`src/rtl/common.sv`:
```
// Shared cbus request/response types and the arbiter FSM state encoding.
package common;

  typedef enum logic [1:0] {
    MLEN1 = 2'd0,
    MLEN2 = 2'd1,
    MLEN4 = 2'd2,
    MLEN8 = 2'd3
  } cbus_len_t;

  typedef enum logic [1:0] {
    BURST_FIXED = 2'd0,
    BURST_INCR  = 2'd1,
    BURST_WRAP  = 2'd2
  } cbus_burst_t;

  typedef struct packed {
    logic        valid;
    logic        write;
    logic [31:0] addr;
    logic [31:0] wdata;
    logic [3:0]  strb;
    logic [1:0]  size;
    cbus_len_t   len;
    cbus_burst_t burst;
  } cbus_req_t;

  typedef struct packed {
    logic        ready;
    logic        last;
    logic        err;
    logic [31:0] rdata;
  } cbus_resp_t;

  typedef enum logic {
    IDLE = 1'b0,
    BUSY = 1'b1
  } cbus_arb_state_t;

endpackage

```
`src/rtl/arb_rr_pick.sv`:
```
// Combinational round-robin picker: first valid port searching upward from last+1, wrapping.
module arb_rr_pick #(
  parameter int NUM_PORTS = 2,
  parameter int IDX_W     = $clog2(NUM_PORTS)
) (
  input  logic [NUM_PORTS-1:0] valid,
  input  logic [IDX_W-1:0]     last,
  output logic                 found,
  output logic [IDX_W-1:0]     winner
);

  function automatic int wrap_idx(input int base, input int off);
    int sum;
    sum = base + off;
    return (sum >= NUM_PORTS) ? (sum - NUM_PORTS) : sum;
  endfunction

  // Scan farthest-first so the nearest valid port after last overwrites the result.
  always_comb begin
    found  = 1'b0;
    winner = '0;
    for (int k = NUM_PORTS; k >= 1; k--) begin
      found  = valid[IDX_W'(wrap_idx(int'(last), k))] ? 1'b1 : found;
      winner = valid[IDX_W'(wrap_idx(int'(last), k))] ? IDX_W'(wrap_idx(int'(last), k)) : winner;
    end
  end

endmodule

```
`src/rtl/cbus_rr_arbiter.sv`:
```
// N:1 cbus arbiter holding a grant for a whole burst; round-robin by default,
// fixed lowest-index priority when CBUS_ARB_FIXED_PRIO_EN is defined.
module cbus_rr_arbiter
  import common::*;
#(
  parameter int NUM_PORTS = 2,
  parameter int IDX_W     = $clog2(NUM_PORTS)
) (
  input  logic             clk,
  input  logic             reset,
  input  cbus_req_t        ireqs  [NUM_PORTS],
  output cbus_resp_t       iresps [NUM_PORTS],
  output cbus_req_t        oreq,
  input  cbus_resp_t       oresp,
  output logic             busy,
  output logic [IDX_W-1:0] grant_idx
);

  cbus_arb_state_t        state_r;
  logic [IDX_W-1:0]       sel_r;
  logic                   busy_r;
  logic [IDX_W-1:0]       grant_idx_r;
  logic [NUM_PORTS-1:0]   valid_s;
  logic                   found_s;
  logic [IDX_W-1:0]       winner_s;
  logic [IDX_W-1:0]       pick_last_s;
  logic                   done_s;

  for (genvar i = 0; i < NUM_PORTS; i++) begin : g_valid
    assign valid_s[i] = ireqs[i].valid;
  end

  // A burst ends on the final beat or when the owner aborts by dropping valid.
  assign done_s = !ireqs[sel_r].valid || (oresp.ready && oresp.last);

`ifdef CBUS_ARB_FIXED_PRIO_EN
  // Searching from NUM_PORTS-1 upward always starts at port 0.
  assign pick_last_s = IDX_W'(NUM_PORTS - 1);
`else
  logic [IDX_W-1:0] last_r;

  assign pick_last_s = last_r;

  // Remember the port that just released the bus.
  always_ff @(posedge clk or posedge reset) begin
    if (reset) begin
      last_r <= IDX_W'(NUM_PORTS - 1);
    end else if (state_r == BUSY && done_s) begin
      last_r <= sel_r;
    end
  end
`endif

  arb_rr_pick #(
    .NUM_PORTS (NUM_PORTS),
    .IDX_W     (IDX_W)
  ) u_pick (
    .valid  (valid_s),
    .last   (pick_last_s),
    .found  (found_s),
    .winner (winner_s)
  );

  // Grant FSM with registered busy/grant_idx.
  always_ff @(posedge clk or posedge reset) begin
    if (reset) begin
      state_r     <= IDLE;
      sel_r       <= '0;
      busy_r      <= 1'b0;
      grant_idx_r <= '0;
    end else begin
      case (state_r)
        IDLE: begin
          if (found_s) begin
            state_r     <= BUSY;
            sel_r       <= winner_s;
            busy_r      <= 1'b1;
            grant_idx_r <= winner_s;
          end
        end
        BUSY: begin
          if (done_s) begin
            state_r     <= IDLE;
            busy_r      <= 1'b0;
            grant_idx_r <= '0;
          end
        end
        default: begin
          state_r     <= IDLE;
          busy_r      <= 1'b0;
          grant_idx_r <= '0;
        end
      endcase
    end
  end

  // Route the owner's request down and the response back only to the owner.
  always_comb begin
    oreq   = '0;
    iresps = '{default: '0};
    if (state_r == BUSY) begin
      oreq          = ireqs[sel_r];
      iresps[sel_r] = oresp;
    end else begin
      oreq = '0;
    end
  end

  assign busy      = busy_r;
  assign grant_idx = grant_idx_r;

endmodule

```
`config.mk`:
```
export PLATFORM = sky130hd
export DESIGN_NAME = cbus_rr_arbiter
export DESIGN_NICKNAME = d
export VERILOG_FILES = /design/src/rtl/common.sv /design/src/rtl/arb_rr_pick.sv /design/src/rtl/cbus_rr_arbiter.sv
export SDC_FILE = /design/constraint.sdc
export NUM_CORES = 1
export LEC_CHECK = 0
export BUFFER_PORTS_ARGS = -buffer_cell sky130_fd_sc_hd__buf_2
export CAP_MARGIN = 30
export CORE_AREA = 2 2 132 134
export DETAILED_ROUTE_END_ITERATION = 10
export DIE_AREA = 0 0 134 136
export PLACE_DENSITY_LB_ADDON = 0.2
export SLEW_MARGIN = 20
export SYNTH_ARGS = -nofsm -noshare
export SYNTH_HDL_FRONTEND = slang
export SYNTH_HIERARCHICAL = 1
export SYNTH_SLANG_ARGS = --single-unit
```
`constraint.sdc`:
```
create_clock -name clk -period 1.8 [get_ports clk]
set_clock_uncertainty 0.1 [all_clocks]
set_input_delay 0 -clock clk [delete_from_list [all_inputs] [get_ports clk]]
set_output_delay 0 -clock clk [all_outputs]
set_load 0.05 [all_outputs]
```
After elaboration in Yosys (flattened, before gate mapping)

Cells that the tools add are included.

Flip-flop bits (word level): 5
Bits in latches: 0
Bits in writable memories: 0
ROM bits: 0
Input port bits: 189
Output and inout port bits: 148
Logic and storage cells: 52
Memories: 0

$add $sub $neg: 4
Multiply operators: 0
Divide/modulo/power cells: 0
Magnitude comparators: 6
Equal/unequal tests: 2
Shift-type cells: 0
Multiplexer cells: 25
Bitwise logic cells: 3
Reduce and logical (&&, ||, !) cells: 7

Operators with widths:

| kind                                                              | number |
|---|---|
| two-way mux 76 bit                                                | 4 |
| AND 70 bit                                                        | 1 |
| two-way mux 70 bit                                                | 1 |
| demux 35 bit (select 1 bit)                                       | 1 |
| two-way mux 35 bit                                                | 1 |
| two-way mux 1 bit                                                 | 15 |
| less-than comparator 1 x 3 -> 1 bit, second input constant        | 2 |
| case mux 1 bit (2 select lines)                                   | 3 |
| greater-or-equal comparator 2 bit, second input constant          | 2 |
| AND reduction 2 bit                                               | 2 |
| adder 1 x 2 -> 3 bit, second input constant                       | 1 |
| greater-or-equal comparator 3 x 2 -> 1 bit, second input constant | 1 |
| logical AND 1 bit                                                 | 3 |
| adder 1 x 1 -> 2 bit, second input constant                       | 1 |
| less-than comparator 2 x 1 -> 1 bit, second input constant        | 1 |
| inequality test 2 x 1 -> 1 bit, second input constant             | 1 |
| inequality test 2 bit, second input constant                      | 1 |
| NOT 1 -> 2 bit                                                    | 1 |
| subtractor 1 bit, second input constant                           | 2 |
| logical NOT 1 bit                                                 | 1 |
| logical OR 1 bit                                                  | 1 |
| NOT 1 bit                                                         | 1 |

Logic depth before layout (Yosys ltp)

Gate-level depths: netlist (run 1).

Depth after elaboration: 10
Gate-level depth with buffers: 5
Depth with buffers taken out: 3

Modules after synthesis

Netlist (run 1), hierarchy kept.

Modules (own cells, without submodules):

| module          | times used | cells each | area each (µm²) | seq. area each (µm²) |
|---|---|---|---|---|
| cbus_rr_arbiter | 1          | 275        | 2082.0          | 126.4 |
| arb_rr_pick     | 1          | 2          | 21.3            | 0.0 |

Least setup slack after synthesis (run 1)

OpenSTA, ideal clock, no wires.

Path type: register to output
Start point: reg sel_r
End point: out oreq[24] (netlist bit)
Arrival time: 1.582 ns
Slack: 0.118 ns
Stages on the path, launching flop included: 6
Buffers on the path: 3
Cell sequence: dfrtp_1 buf_6 buf_6 buf_6 mux2i_1 nor2b_1

RTL lines:

| item                   | line                  | source |
|---|---|---|
| start, declared        | cbus_rr_arbiter.sv:20 | `logic [IDX_W-1:0] sel_r;` |
| start signal, assigned | cbus_rr_arbiter.sv:76 | `sel_r <= winner_s;` |
| end, declared          | cbus_rr_arbiter.sv:13 | `output cbus_req_t oreq,` |

==> results of run 1 <==
[cell type report]
| cell class | count | area [sq um] |
|---|---|---|
| Inverter | 3 | 11.26 |
| Multi-Input combinational cell | 239 | 1788 |
| Fill cell | 1873 | 12670 |
| Clock buffer | 4 | 78.83 |
| Sequential cell | 5 | 131.4 |
| Timing Repair Buffer | 350 | 1911 |
| Tap cell | 225 | 281.5 |
[placed cells by master, fill, tap and decap left out, drive strengths merged, types with 3 or more instances in the layout]
cell type / synthesis / final
buf: 13 / 337
clkbuf: 17 / 15
inv: 3 / 3
mux2i: 75 / 75
dfrtp: 4 / 4
nand2: 4 / 4
and3: 35 / 35
nor2b: 79 / 79
and2: 36 / 36
[report_power, final]
part	internal [mW]	switching, mW	total (mW)
clock	0.294	0.0811	0.375
combinational	1.59	3.49	5.08
sequential	0.170	0.0619	0.232
[what timing repair did]
item | in CTS | in global routing
endpoints found under the setup margin | 1 | 19
gates cloned | 0 | 0
hold buffers | 2 | 0
hold endpoints to repair | 6 | 0
resized for setup | 1 | 16
[logic make-up after synthesis]
family | after synthesis
buffers and inverters | 33
AOI/OAI and AO/OA | 7
DFF | 5
muxes | 76
and+or+nand+nor | 156
[sequential cells by signal, summed over array words and instances, names as in the netlist]
name,count
last_r,1
sel_r,1
state_r,1
busy,1
grant_idx,1
[worst paths after layout]
check                      slack, ns  depth (start not counted)  endpoint      start
max                             0.07                          5  oreq[18]      sel_r
min                             0.06                          3    last_r  ireqs[75]
max reg2reg                     0.38                          3   state_r      sel_r
min reg2reg                     0.42                          2      busy       busy
max in group asynchronous       1.21                          3    last_r      reset
min in group asynchronous       0.14                          3      busy      reset
[layer usage]
| layer | up-vias | share of wire | track usage |
|---|---|---|---|
| li1 | 1568 | - | - |
| met1 | 1334 | 0.36 | 0.09729 |
| met2 | 196 | 0.53 | 0.1872 |
| met3 | 4 | 0.11 | 0.01902 |
| met4 | 0 | 0.0049 | 0.01418 |
| met5 | - | 0 | 0 |
[per-stage QoR]
stage / setup slack, ns / TNS [ns]
after floorplan: 0.1177 / 0
after global placement: 0.2638 / 0
after detailed placement: 0.2426 / 0
after CTS: 0.006702 / 0
after global routing: -0.01378 / -0.02204
final: 0.07457 / 0
[worst max-delay path: cells and delay by family, from the launching register on]
| family | cells | cell delay, ns |
|---|---|---|
| AND/OR/NAND/NOR | 1 | 0.12 |
| flip-flops | 1 | 0.54 |
| buffers and inverters | 3 | 0.61 |
| multiplexers | 1 | 0.11 |
==> impl_metrics.tcl, run 1 <==
set metrics [dict create \
    yosys-top-cells-area "mux2i_1 36%, nor2b_1 23%, and2_1 10%" \
    crit_top_cell "buf_12" \
    ant_nets 0 \
    yosysUniqueCellTypes 21 \
    fin_cells 826 \
    cts_buffer_depth 2 \
    grt_overflow 0 \
    ioPinCount 337 \
    critPathArrivalTime_ns 1.63 \
    wl_microns 9786 \
    slowest_delay_ns 0.54 \
    vias 3102 \
    fin_worst_hold_slack_ns 0.06476 \
    die_y_microns 136 \
    clk_pin_slew_ns 0.03 \
    synth_edf_count 0 \
    fmax_mhz 579.6 \
    status "complete, no violations" \
    drive_gt1_frac 0.5957 \
    cts_root_buffer "clkbuf_16" \
    grt_max_degree 50 \
    syn2layout_area_growth_pct 99.76 \
    gp_congestion 0.6819 \
    dp_cells 820 \
    fin_util 0.2490 \
    cts_setup_buffers 0 \
    synth_xor_area_frac 0 \
    ys_ff_latch 5 \
    netlist_area_sq_um 2103 \
    ys.flop_type "dfrtp_1" \
    crit_chain "buf_12 -> buf_12 -> mux2i_1 -> nor2b_1 -> clkbuf_4" \
    wl_per_cell_microns 11.85 \
    power_density_nw_per_um2 1354 \
    period_minus_slack_ns 1.725 \
    min_path_type "primary input to flop" \
    worstPathMaxFanout 19 \
    synthMuxAreaShare 0.3641 \
    cts_sinks 5 \
    synth_top_family_by_area "simple AND/OR/NAND/NOR gates" \
    max_cap_violations 0 \
    async_reset_ff_frac 1.000 \
    peakVddDrop_mv 0.4880 \
    finalNetCount 791 \
    setup_viol 0 \
    crit_type "flop to output port" \
    finalHoldViolCount 0 \
    rsz0062_at_grt "true" \
    ys_seq_area_frac 0.06008 \
    hpwlAfterDp_microns 8302 \
    die_area_sq_um 18220 \
    max_slew.worst_pin.slew_ns 0.3488 \
    critPathLaunchType "flop" \
    drcViolationCount 0 \
    start_util 0.1246 \
    core.rowCount 48 \
    syn_nets 466 \
    first_global_vias 2910 \
    final_area_sq_um 4202 \
    yosys.area_share.simple 0.4652 \
    coreArea_sq_um 16880 \
    finalPower_mw 5.689 \
    numPortBuffers 336 \
    ys_warn_count 6 \
    netlist_instances 277 \
    grt_pass1_wl_microns 13810 \
    drt_iter0_markers 67 \
    avgViaCountPerCell 3.755 \
    synth-compound-area-share 0.02082 \
    antenna_found_initial 0 \
    crit_slowest_cell "dfrtp_4" \
    drt_pass1_iterations 4 \
    slew_headroom 0.7675 \
    place_area_sq_um 4059 \
    slew_viol_final 0 \
    worstPathRequired_ns 1.70 \
    yosys-top-cells-count "77 x nor2b_1, 75 x mux2i_1, 35 x and2_1, 35 x and3_1, 17 x clkbuf_1" \
    critPathCaptureType "output port" \
    grt_usage 0.09178 \
    synthMostInstantiatedCell "nor2b_1" \
    synth_top_area_share 0.3569 \
    diodes 0 \
    synth_fa_ha_area_frac 0 \
    avgSynthCellArea_sq_um 7.593 \
    cts_made_buffers 3 \
    p_leak_nw 2.480 \
    h-tree-depth 1 \
    die_x_microns 134 \
    cts_tree "built" \
    fin_crit_sh 0.9586 \
    yosys.area.top_type "mux2i_1" \
    clk_latency_ns 0.23 \
]
(Power assumes the default switching activity.)
==> inputs of run 2 (changes only) <==
Settings changed: BUFFER_PORTS_ARGS -buffer_cell sky130_fd_sc_hd__buf_2 to -buffer_cell sky130_fd_sc_hd__buf_4, CORE_AREA 2 2 132 134 to 2 2 130 132, DIE_AREA 0 0 134 136 to 0 0 132 134.
Clock period 1.8 ns to 2.1 ns, I/O delays scaled along.
==> run 2 against run 1 <==
Against the previous run: sequential share of layout area fell by 0.45 points; combinational power fell by 9.1%; count of clock-buffer cells in the layout decreased by 1; clock power fell by 16%; die area is 2.9% lower; global-route usage up 2.4 points; setup slack improved by 0.10 ns; design area grew 17%; critical path type unchanged.
==> impl_metrics.tcl, run 2 (synthesized netlist as in run 1, its figures left out) <==
set metrics [dict create \
    status "complete, no violations" \
    antenna_found_initial 0 \
    drcViolationCount 0 \
    vias 3154 \
    ant_nets 0 \
    numPortBuffers 336 \
    power_density_nw_per_um2 1056 \
    rsz0062_at_grt "false" \
    h-tree-depth 1 \
    grt_overflow 0 \
    cts_tree "built" \
    cts_made_buffers 3 \
    worstPathRequired_ns 2.00 \
    hpwlAfterDp_microns 9593 \
    gp_congestion 0.8405 \
    r2r_cells 3 \
    min_path_type "primary input to flop" \
    worstPathMaxFanout 43 \
    place_ws_ns 0.3854 \
    critPathCaptureType "output port" \
    diodes 0 \
    ioPinCount 337 \
    fin_crit_sh 0.9168 \
    die_x_microns 132 \
    peakVddDrop_mv 0.4573 \
    place_area_sq_um 4806 \
    r2r_slack_ns 0.53 \
    slew_viol_final 0 \
    fmax_mhz 519.4 \
    syn2layout_area_growth_pct 133.3 \
    most-common-layout-cells "341 x buf_4, 77 x nor2b_1, 75 x mux2i_1" \
    grt_usage 0.1162 \
    grt_max_degree 46 \
    max_cap_violations 0 \
    wl_per_cell_microns 13.98 \
    hold_start "ireqs[75]" \
    clk_pin_slew_ns 0.04 \
    start_util 0.1291 \
    postCtsResizedCells 0 \
    r2r_start "sel_r" \
    max_slew.worst_pin.slew_ns 0.3939 \
    final_area_sq_um 4906 \
    grt_pass1_wl_microns 17040 \
    critPathArrivalTime_ns 1.83 \
    first_global_vias 3292 \
    clk_latency_ns 0.23 \
    setup-tns-final_ns 0 \
    setup_slack_ns 0.1748 \
    die_y_microns 134 \
    hold_path_end "last_r" \
    holdPathStages 3 \
    period_minus_slack_ns 1.925 \
    drive_gt1_frac 0.5940 \
    finalPower_mw 5.183 \
    critPathLaunchType "flop" \
    avgViaCountPerCell 3.865 \
    wl_microns 11410 \
    p_leak_nw 2.629 \
    cts_buffer_depth 2 \
    drt_pass1_iterations 4 \
    coreArea_sq_um 16290 \
    cts_root_buffer "clkbuf_16" \
    drt_iter0_markers 58 \
    core.rowCount 47 \
    crit_type "flop to output port" \
    cts_setup_buffers 0 \
    die_area_sq_um 17690 \
    finalHoldViolCount 0 \
    fillers 1769 \
    setup_viol 0 \
    slew_headroom 0.7374 \
    cts_sinks 5 \
    timing.rr.end "state_r" \
    finalNetCount 786 \
    layout_commonest_cell "buf_4" \
]
## run 2: changes by cell type in the layout (fill, tap and decap cells not counted)
cell | previous run | this run
buf_12 | 6 | 2
buf_2 | 323 | 0
buf_4 | 6 | 341
buf_6 | 1 | 0
buf_8 | 1 | 0
clkbuf_1 | 1 | 0
clkbuf_4 | 11 | 0
clkinv_2 | 0 | 1
## run 2: timing repair
action                     4_1_cts  5_1_grt
setup endpoints to repair        0        0
hold buffers                     2        0
hold endpoints to repair         6        0
## run 2: worst max path at each step
stage,start,endpoint,slack (ns),cells after the start
finish,sel_r,oreq[47],0.17,4
global route,sel_r,oreq[47],0.09,4
CTS,sel_r,oreq[47],0.17,4
detailed placement,sel_r,oreq[47],0.39,4
global placement,sel_r,oreq[47],0.42,4
floorplan,sel_r,oreq[24],0.42,5
## run 2: layer usage
metal,part of all wire,global-route usage,vias to the layer above
met5,0,0,-
met4,0.013,0.02355,0
met3,0.089,0.02910,10
met2,0.53,0.2266,194
met1,0.37,0.1264,1389
li1,-,-,1561
## run 2: metrics by stage
step / std cells / hold WS [ns] / utilization
floorplan: 277 / -0.3222 / -
global placement: 810 / -0.1811 / 0.2950
detailed placement: 810 / -0.1675 / 0.2950
CTS: 816 / 0.07898 / 0.3012
global route: 816 / 0.09550 / 0.3012
finish: 816 / 0.07528 / 0.3012
## run 2: layout make-up
cell class	instances	area [sq um]	share of cell area
clock buffer	3	75.07	0.01530
clock inverter	1	5.005	0.001020
inverter	3	11.26	0.002295
multi-input combinational	239	1788	0.3644
sequential	5	131.4	0.02678
tap	220	275.3	0.05611
timing repair buffer	345	2620	0.5340
## run 2: power breakdown
part           internal, mW  switching [mW]
registers             0.145           0.103
clock network         0.249          0.0657
logic                  1.63            2.99
## run 2: worst max-delay path, stage by stage (launching register included)
cell and delay, ns:
dfrtp_4 0.67, buf_12 0.32, mux2i_1 0.12, nor2b_1 0.19
buf_4 0.23
